## config.mk

```make
export PLATFORM = sky130hd
export DESIGN_NAME = id_stage_pipe
export DESIGN_NICKNAME = d
export VERILOG_FILES = /design/src/rtl/id_pkg.sv /design/src/rtl/id_regfile.sv /design/src/rtl/id_stage_pipe.sv
export SDC_FILE = /design/constraint.sdc
export NUM_CORES = 2
export LEC_CHECK = 0
export CORE_MARGIN = 3
export CORE_UTILIZATION = 55
export DETAILED_ROUTE_END_ITERATION = 8
export GPL_ROUTABILITY_DRIVEN = 0
export PLACE_DENSITY = 0.74
export SLEW_MARGIN = 0
export SYNTH_ARGS = -nofsm -noshare
export SYNTH_HDL_FRONTEND = slang
export SYNTH_SLANG_ARGS = --single-unit
```

## constraint.sdc

```tcl
create_clock -name clk -period 46.1 [get_ports clk]
set_clock_uncertainty 0.05 [all_clocks]
set_input_delay 9.22 -clock clk [delete_from_list [all_inputs] [get_ports clk]]
set_output_delay 9.22 -clock clk [all_outputs]
set_load 0.05 [all_outputs]
```

## src/rtl/id_pkg.sv

```systemverilog
// Shared decode definitions for the ID stage: opcodes, ALU-op encoding,
// the packed control bundle and the opcode decoder.
package id_pkg;

    localparam logic [5:0] OP_RTYPE = 6'h00;
    localparam logic [5:0] OP_LW    = 6'h23;
    localparam logic [5:0] OP_SW    = 6'h2B;
    localparam logic [5:0] OP_BEQ   = 6'h04;
    localparam logic [5:0] OP_BNE   = 6'h05;
    localparam logic [5:0] OP_J     = 6'h02;
    localparam logic [5:0] OP_ADDI  = 6'h08;

    typedef enum logic [1:0] {
        ALUOP_ADD   = 2'b00,
        ALUOP_SUB   = 2'b01,
        ALUOP_FUNCT = 2'b10
    } aluop_t;

    typedef struct packed {
        logic   branch_eq;
        logic   branch_ne;
        logic   jump;
        logic   alusrc;
        logic   memread;
        logic   memwrite;
        logic   regwrite;
        logic   regdst;
        logic   memtoreg;
        aluop_t aluop;
    } id_ctrl_t;

    function automatic id_ctrl_t decode_op(input logic [5:0] op);
        id_ctrl_t c;
        c = '0;
        unique case (op)
            OP_RTYPE: begin
                c.regdst   = 1'b1;
                c.regwrite = 1'b1;
                c.aluop    = ALUOP_FUNCT;
            end
            OP_LW: begin
                c.alusrc   = 1'b1;
                c.memread  = 1'b1;
                c.memtoreg = 1'b1;
                c.regwrite = 1'b1;
            end
            OP_SW: begin
                c.alusrc   = 1'b1;
                c.memwrite = 1'b1;
            end
            OP_BEQ: begin
                c.branch_eq = 1'b1;
                c.aluop     = ALUOP_SUB;
            end
            OP_BNE: begin
                c.branch_ne = 1'b1;
                c.aluop     = ALUOP_SUB;
            end
            OP_J: c.jump = 1'b1;
            OP_ADDI: begin
                c.alusrc   = 1'b1;
                c.regwrite = 1'b1;
            end
            default: c = '0;
        endcase
        return c;
    endfunction

    // Opcodes whose rt field is a source operand (not a destination).
    function automatic logic reads_rt(input logic [5:0] op);
        return (op == OP_RTYPE) || (op == OP_SW) ||
               (op == OP_BEQ) || (op == OP_BNE);
    endfunction

endpackage

```

## src/rtl/id_regfile.sv

```systemverilog
// 2-read 1-write register file, r0 hardwired to zero, write-through bypass.
// Ports: clk, rst (async clear), ra_a/ra_b read indices, rd_a/rd_b read
// data, we/wa/wd write port (written on rising clk).
module id_regfile #(
    parameter int DATA_W = 32,
    parameter int REG_AW = 5
) (
    input  logic              clk,
    input  logic              rst,
    input  logic [REG_AW-1:0] ra_a,
    input  logic [REG_AW-1:0] ra_b,
    output logic [DATA_W-1:0] rd_a,
    output logic [DATA_W-1:0] rd_b,
    input  logic              we,
    input  logic [REG_AW-1:0] wa,
    input  logic [DATA_W-1:0] wd
);

    localparam int NREG = 2 ** REG_AW;

    logic [DATA_W-1:0] mem [NREG];

    always_ff @(posedge clk or posedge rst) begin
        if (rst) begin
            for (int i = 0; i < NREG; i++) mem[i] <= '0;
        end else if (we && wa != '0) begin
            mem[wa] <= wd;
        end
    end

    // Same-cycle write data wins so WB results reach ID without a stall.
    always_comb begin
        rd_a = mem[ra_a];
        if (ra_a == '0)
            rd_a = '0;
        else if (we && wa == ra_a)
            rd_a = wd;
    end

    always_comb begin
        rd_b = mem[ra_b];
        if (ra_b == '0)
            rd_b = '0;
        else if (we && wa == ra_b)
            rd_b = wd;
    end

endmodule

```

## src/rtl/id_stage_pipe.sv

```systemverilog
// Instruction-decode stage with ID/EX register, load-use bubble, flush and
// EX back-pressure. Ports: clk/rst; IF/ID side id_valid_i, instr_i, npc_i,
// stall_o; flush_i; ex_ready_i; WB port wb_*; ID/EX outputs ex_valid_o,
// control bits, aluop_o, npc_o, rs/rt data, imm_o, rs/rt/rd indices.
module id_stage_pipe
    import id_pkg::*;
#(
    parameter int DATA_W = 32,
    parameter int REG_AW = 5
) (
    input  logic              clk,
    input  logic              rst,
    input  logic              id_valid_i,
    input  logic [31:0]       instr_i,
    input  logic [DATA_W-1:0] npc_i,
    output logic              stall_o,
    input  logic              flush_i,
    input  logic              ex_ready_i,
    input  logic              wb_we_i,
    input  logic [REG_AW-1:0] wb_addr_i,
    input  logic [DATA_W-1:0] wb_data_i,
    output logic              ex_valid_o,
    output logic              branch_eq_o,
    output logic              branch_ne_o,
    output logic              jump_o,
    output logic              alusrc_o,
    output logic              memread_o,
    output logic              memwrite_o,
    output logic              regwrite_o,
    output logic              regdst_o,
    output logic              memtoreg_o,
    output logic [1:0]        aluop_o,
    output logic [DATA_W-1:0] npc_o,
    output logic [DATA_W-1:0] rs_data_o,
    output logic [DATA_W-1:0] rt_data_o,
    output logic [DATA_W-1:0] imm_o,
    output logic [REG_AW-1:0] rs_o,
    output logic [REG_AW-1:0] rt_o,
    output logic [REG_AW-1:0] rd_o
);

    logic [5:0]        op;
    logic [REG_AW-1:0] rs, rt, rd;
    logic [DATA_W-1:0] imm;
    logic [DATA_W-1:0] rs_rd, rt_rd;
    id_ctrl_t          dec_ctrl;

    assign op       = instr_i[31:26];
    assign rs       = instr_i[21 +: REG_AW];
    assign rt       = instr_i[16 +: REG_AW];
    assign rd       = instr_i[11 +: REG_AW];
    assign imm      = {{(DATA_W-16){instr_i[15]}}, instr_i[15:0]};
    assign dec_ctrl = decode_op(op);

    id_regfile #(
        .DATA_W (DATA_W),
        .REG_AW (REG_AW)
    ) u_rf (
        .clk  (clk),
        .rst  (rst),
        .ra_a (rs),
        .ra_b (rt),
        .rd_a (rs_rd),
        .rd_b (rt_rd),
        .we   (wb_we_i),
        .wa   (wb_addr_i),
        .wd   (wb_data_i)
    );

    logic              ex_valid_q;
    id_ctrl_t          ctrl_q;
    logic [DATA_W-1:0] npc_q, rs_data_q, rt_data_q, imm_q;
    logic [REG_AW-1:0] rs_q, rt_q, rd_q;

    logic hz, hold;

    // A load in ID/EX whose target is consumed by the ID instruction.
    assign hz = ex_valid_q && ctrl_q.memread && (rt_q != '0) && id_valid_i &&
                ((rt_q == rs) || ((rt_q == rt) && reads_rt(op)));

    // Bubbles never back-pressure: only a real instruction waits for EX.
    assign hold    = ex_valid_q && !ex_ready_i;
    assign stall_o = !flush_i && (hz || hold);

    always_ff @(posedge clk or posedge rst) begin
        if (rst) begin
            ex_valid_q <= 1'b0;
            ctrl_q     <= '0;
            npc_q      <= '0;
            rs_data_q  <= '0;
            rt_data_q  <= '0;
            imm_q      <= '0;
            rs_q       <= '0;
            rt_q       <= '0;
            rd_q       <= '0;
        end else if (flush_i || (!hold && hz)) begin
            ex_valid_q <= 1'b0;
            ctrl_q     <= '0;
        end else if (!hold) begin
            ex_valid_q <= id_valid_i;
            ctrl_q     <= id_valid_i ? dec_ctrl : '0;
            npc_q      <= npc_i;
            rs_data_q  <= rs_rd;
            rt_data_q  <= rt_rd;
            imm_q      <= imm;
            rs_q       <= rs;
            rt_q       <= rt;
            rd_q       <= rd;
        end
    end

    assign ex_valid_o  = ex_valid_q;
    assign branch_eq_o = ctrl_q.branch_eq;
    assign branch_ne_o = ctrl_q.branch_ne;
    assign jump_o      = ctrl_q.jump;
    assign alusrc_o    = ctrl_q.alusrc;
    assign memread_o   = ctrl_q.memread;
    assign memwrite_o  = ctrl_q.memwrite;
    assign regwrite_o  = ctrl_q.regwrite;
    assign regdst_o    = ctrl_q.regdst;
    assign memtoreg_o  = ctrl_q.memtoreg;
    assign aluop_o     = ctrl_q.aluop;
    assign npc_o       = npc_q;
    assign rs_data_o   = rs_data_q;
    assign rt_data_o   = rt_data_q;
    assign imm_o       = imm_q;
    assign rs_o        = rs_q;
    assign rt_o        = rt_q;
    assign rd_o        = rd_q;

endmodule

```

[Word level (Yosys, flattened, before mapping)]
Index checks and enable logic that the tools add are counted.
Storage, ports and cells
  word-level logic and storage cells: 127
  output and inout bits: 156
  register bits after elaboration: 1163
  input bits: 107
Cells by class
  bitwise gates (word level): 5
  reductions and logical operators: 30
  order comparisons: 4
  mux-type cells: 27
  eq/ne operators: 11
Operators by type and width (number)
  1024-bit bitwise mux: 1
  32-bit binary-select mux with 5-bit select: 2
  32-bit 2-to-1 mux: 9
  32-bit demux with 5-bit select: 1
  11-bit 2-to-1 mux: 3
  5-bit == test: 4
  6-bit >= comparator, second input constant: 3
  5-bit inverter with 6-bit output: 3
  6-bit by 3-bit == test with 1-bit output, second input constant: 2
  6-bit == test, second input constant: 2
  1-bit logical AND: 12
  5-bit logical NOT: 2
  1-bit 2-to-1 mux: 10
  5-bit nonzero test: 2
  6-bit by 2-bit == test with 1-bit output, second input constant: 1
  6-bit by 4-bit == test with 1-bit output, second input constant: 1
  6-bit logical NOT: 1
  1-bit logical OR: 6
  6-bit by 1-bit < comparator with 1-bit output, second input constant: 1
  3-bit OR reduction: 2
  2-bit one-hot mux with 2 select lines: 1
  1-bit logical NOT: 3
  2-bit by 1-bit inequality test with 1-bit output, second input constant: 1
  1-bit inverter: 2
  2 further kinds: 2

[Longest topological paths before layout]
  word-level depth: 11
  gate-level depth with buffers: 9
  depth with buffers taken out: 5

[Modules after synthesis]
Synthesis repeated with hierarchy kept, for this count alone.
Unflattened totals
  cells, all modules: 4217
  area, all modules: 60658.2 µm²
Modules (own cells, without submodules)
  id_regfile: sequential area each 25624.6 µm², cells each 3859, area each 55253.0 µm², instances 1
  id_stage_pipe: sequential area each 3303.2 µm², cells each 358, area each 5405.2 µm², instances 1

[Worst setup path after synthesis]
Ideal clock, no wire load.
  kind: input to output
  from: input instr_i[24]
  to: output stall_o
  setup slack: 25632 ps
  buffers on the path: 2
  cell stages on the path: 6
  required time: 36830 ps
  arrival time: 11198 ps
  cells stage by stage: buf_2 xor2_1 nor3_1 nand4_1 clkbuf_1 a31oi_1
Between the ends
  word-level cells in the longest chain between the ends: 5
RTL lines
  start, declared: line id_stage_pipe.sv:14  | input logic [31:0] instr_i,
  5-bit == test: line id_stage_pipe.sv:79  | ((rt_q == rs) || ((rt_q == rt) && reads_rt(op)));
  1-bit logical OR: line id_stage_pipe.sv:79
  1-bit logical AND: line id_stage_pipe.sv:78  | assign hz = ex_valid_q && ctrl_q.memread && (rt_q != '0) && id_valid_i &&
  1-bit logical OR: line id_stage_pipe.sv:83  | assign stall_o = !flush_i && (hz || hold);
  1-bit logical AND: line id_stage_pipe.sv:83
  end, declared: line id_stage_pipe.sv:16  | output logic stall_o,
Every way passes these cells.

[Worst setup path after layout]
  from: input instr_i[20]
  to: output stall_o
Between the ends
  word-level cells in the longest chain between the ends: 6
RTL lines (line)
  5-bit == test: id_stage_pipe.sv:79
  1-bit logical AND: id_stage_pipe.sv:79
  1-bit logical OR: id_stage_pipe.sv:79
  1-bit logical AND: id_stage_pipe.sv:78
  1-bit logical OR: id_stage_pipe.sv:83
  1-bit logical AND: id_stage_pipe.sv:83
Every way passes these cells.

==> flow_summary.json <==
{
  "synth-seq-cells": 1156,
  "final_antenna_net_count": 0,
  "hold_depth": 0,
  "clockRootBuffer": "clkbuf_16",
  "holdBufCountCts": 0,
  "endpoint_kind": "output port",
  "postSynthCellCount": 4592,
  "die_x_um": 332,
  "die_area_um2": 110000,
  "io_pins": 263,
  "cp_max_fo": 27,
  "fin_nets": 4683,
  "drt_pass1_iterations": 5,
  "setup_slack_ps": 24200,
  "design_area_um2": 65300,
  "cap_viol_max_count": 0,
  "swShare_pct": 29.6,
  "setup_viol": 0,
  "grt_pass1_vias": 42200,
  "cts.htree.levels": 3,
  "post_drt_via_cell_ratio": 6.98,
  "core_area_um2": 105000,
  "slew_violations": 0,
  "clkPwrFrac_pct": 33.1,
  "clock.fmax_ghz": 0.0457,
  "dieHeight_um": 332,
  "intPower_w": 0.00207,
  "worst_pin_slew_ps": 1230,
  "gr-usage-met2_pct": 51.7,
  "ir_worst_vdd_mv": 0.0361,
  "share_seq_of_total_power_pct": 45.8,
  "synth.distinct_cells": 58,
  "avgSynthCellArea_um2": 12.7,
  "clockBufferDepth": 3,
  "grt_overflow": 0,
  "portBuffers": 262,
  "final_cell_mix": "dfrtp_1, o21ai_0, nand2_1, mux2_2, mux4_2",
  "rows": 119,
  "p_leak_nw": 28.0,
  "startpoint": "instr_i[20]",
  "syn_nets": 4699,
  "period_share_pct": 47.5,
  "vias": 42300,
  "wl_per_cell_um": 31.4,
  "met1_usage_pct": 45.4,
  "synthFlopType": "dfrtp_1",
  "outcome": "completed",
  "rrSetupSlack_ps": 42770,
  "reg2reg_from": "rt_o[0]$_DFFE_PP0P_",
  "setup-tns-final_ps": 0,
  "grt_max_degree": 116,
  "postCtsSetupBuffers": 0,
  "mostFrequentLayoutCell": "dfrtp_1",
  "hp-class": "flip-flop to flip-flop",
  "p_switching_w": 0.000868,
  "cp.required_ps": 36830,
  "wl_um": 190000,
  "top_usage_layer": "met2",
  "rsz0062_at_grt": "false",
  "start_util_pct": 55.5,
  "fill_cells": 8038,
  "yosys_warnings": 0,
  "combPwrFrac_pct": 21.1,
  "clock_latency_ps": 700,
  "cts_tree": "yes",
  "syn_to_final_growth_pct": 11.6,
  "fin_util_pct": 62.0,
  "synth-seq-area-share_pct": 49.4,
  "dp_slack_ps": 24280,
  "path_class": "input port to output port",
  "drc": 0,
  "arrival_ps": 12630,
  "clk_pin_slew_worst_paths_ps": 60,
  "maxSlewHeadroom_pct": 18.0,
  "hold_viol": 0,
  "hpwlAfterDp_um": 115000,
  "power_density_nw_per_um2": 44.9,
  "worstHoldStart": "u_rf.mem[1019]$_DFFE_PP0P_",
  "timing.rr.end": "rt_data_o[23]$_DFFE_PP0P_",
  "async_flop_share_pct": 100,
  "drt_iter0_drc": 5065,
  "ctsResizeCount": 0,
  "grt_usage_pct": 34.3,
  "grt_pass1_wl_um": 282000,
  "syn_area_um2": 58500,
  "period_needed_ps": 21900,
  "critPathLaunchType": "input port",
  "place_area_um2": 61400,
  "holdPathEnd": "u_rf.mem[1019]$_DFFE_PP0P_",
  "drive_above_1_share_pct": 26.8,
  "cts.sinks": 1156,
  "numCtsBuffers": 117,
  "antenna_found_initial": 12,
  "rr_worst_depth": 7,
  "grtUsageMet3_pct": 9.29,
  "synth_edf_count": 0
}
-- through the flow --
stage	hold WS [ps]	power, W	instances
6_report	353	0.00293	6068
5_1_grt	356	0.00305	6065
4_1_cts	352	0.00293	6060
3_5_place_dp	338	0.00197	5848
3_3_place_gp	331	0.00193	5848
2_1_floorplan	392	0.00178	4592
-- power groups by stage --
| stage | Sequential (W) | Combinational (W) | Clock (W) |
|---|---|---|---|
| 2_1_floorplan | 0.00137 | 0.000406 | 0 |
| 3_3_place_gp | 0.00134 | 0.000597 | 0 |
| 3_5_place_dp | 0.00135 | 0.000613 | 0 |
| 4_1_cts | 0.00134 | 0.000617 | 0.000978 |
| 5_1_grt | 0.00136 | 0.000662 | 0.00102 |
| 6_report | 0.00134 | 0.000620 | 0.000971 |
-- sequential cells by signal, summed over array words and instances, names as in the netlist, 5 cells and up --
register,flops
u_rf.mem,1024
rt_o,5
rs_data_o,32
rs_o,5
imm_o,16
rt_data_o,32
npc_o,32
-- critical path: stages --
cell             delay (ps)
clkdlybuf4s50_1         910
xor2_1                  190
nor4_2                  480
nand4_2                 140
buf_4                   310
a31oi_1                 470
clkdlybuf4s50_1         910
-- layer usage --
| layer | wire, um | vias to the layer above |
|---|---|---|
| met3 | 21400 | 716 |
| met1 | 71100 | 21700 |
| met2 | 85700 | 2713 |
| li1 | - | 17200 |
| met4 | 12100 | 4 |
| met5 | 20 | - |
-- Yosys cell counts (4+ instances only) --
library cell,instances,area (um2)
xor2_1,16,140
mux2_1,81,912
o21ai_0,546,2730
nand2b_1,4,25.0
o221ai_1,50,438
nor2b_1,9,56.3
nor3_1,14,70.1
dfrtp_1,1156,28900
nand4_1,24,150
o211ai_1,22,165
mux4_1,4,105
and3_1,24,150
nor3b_1,4,30.0
a221oi_2,10,150
nand3b_1,9,67.6
a21oi_1,24,120
or3b_2,4,35.0
buf_2,144,721
xnor2_1,4,35.0
nor2_1,24,90.1
a22o_1,25,219
mux4_2,401,9030
nor4_1,25,156
mux2i_1,217,2170
a32o_1,4,40.0
clkbuf_1,253,950
a22oi_1,118,886
a221oi_1,11,96.3
nand3_1,61,305
and4_1,11,96.3
buf_6,27,304
nor2_2,4,25.0
mux2_2,490,5520
nand2_1,521,1960
inv_1,36,135
buf_1,6,22.5
buf_4,63,473
o22ai_1,115,719
-- logic make-up (layout without fill, tap and decap cells) --
family,Yosys count,in the layout,synth area share (%)
mux,1193,1193,30.3
flops,1156,1156,49.4
compound gates,934,934,9.68
simple gates,759,759,5.83
buf+inv,530,607,4.46
xor+xnor,20,20,0.299
other cells,0,8,0
-- worst max path at each step --
stage / endpoint / slack [ps] / cells past startpoint
2_1_floorplan: aluop_o[0]$_DFFE_PP0P_ / 4270 / 1
3_3_place_gp: stall_o / 24290 / 7
3_5_place_dp: stall_o / 24280 / 7
4_1_cts: stall_o / 24270 / 7
5_1_grt: stall_o / 24160 / 7
6_report: stall_o / 24200 / 7
-- final cells by class --
class | instances | area, um2 | share of cell area [%]
antenna | 8 | 20.0 | 0.0306
clock buffer | 172 | 3440 | 5.26
clock inverter | 40 | 445 | 0.682
inverter | 36 | 143 | 0.218
multi-input combinational | 2906 | 27200 | 41.7
sequential | 1156 | 28900 | 44.3
tap | 1391 | 1740 | 2.66
timing repair buffer | 359 | 3390 | 5.19
No activity file was read; power rests on OpenSTA's default activity.
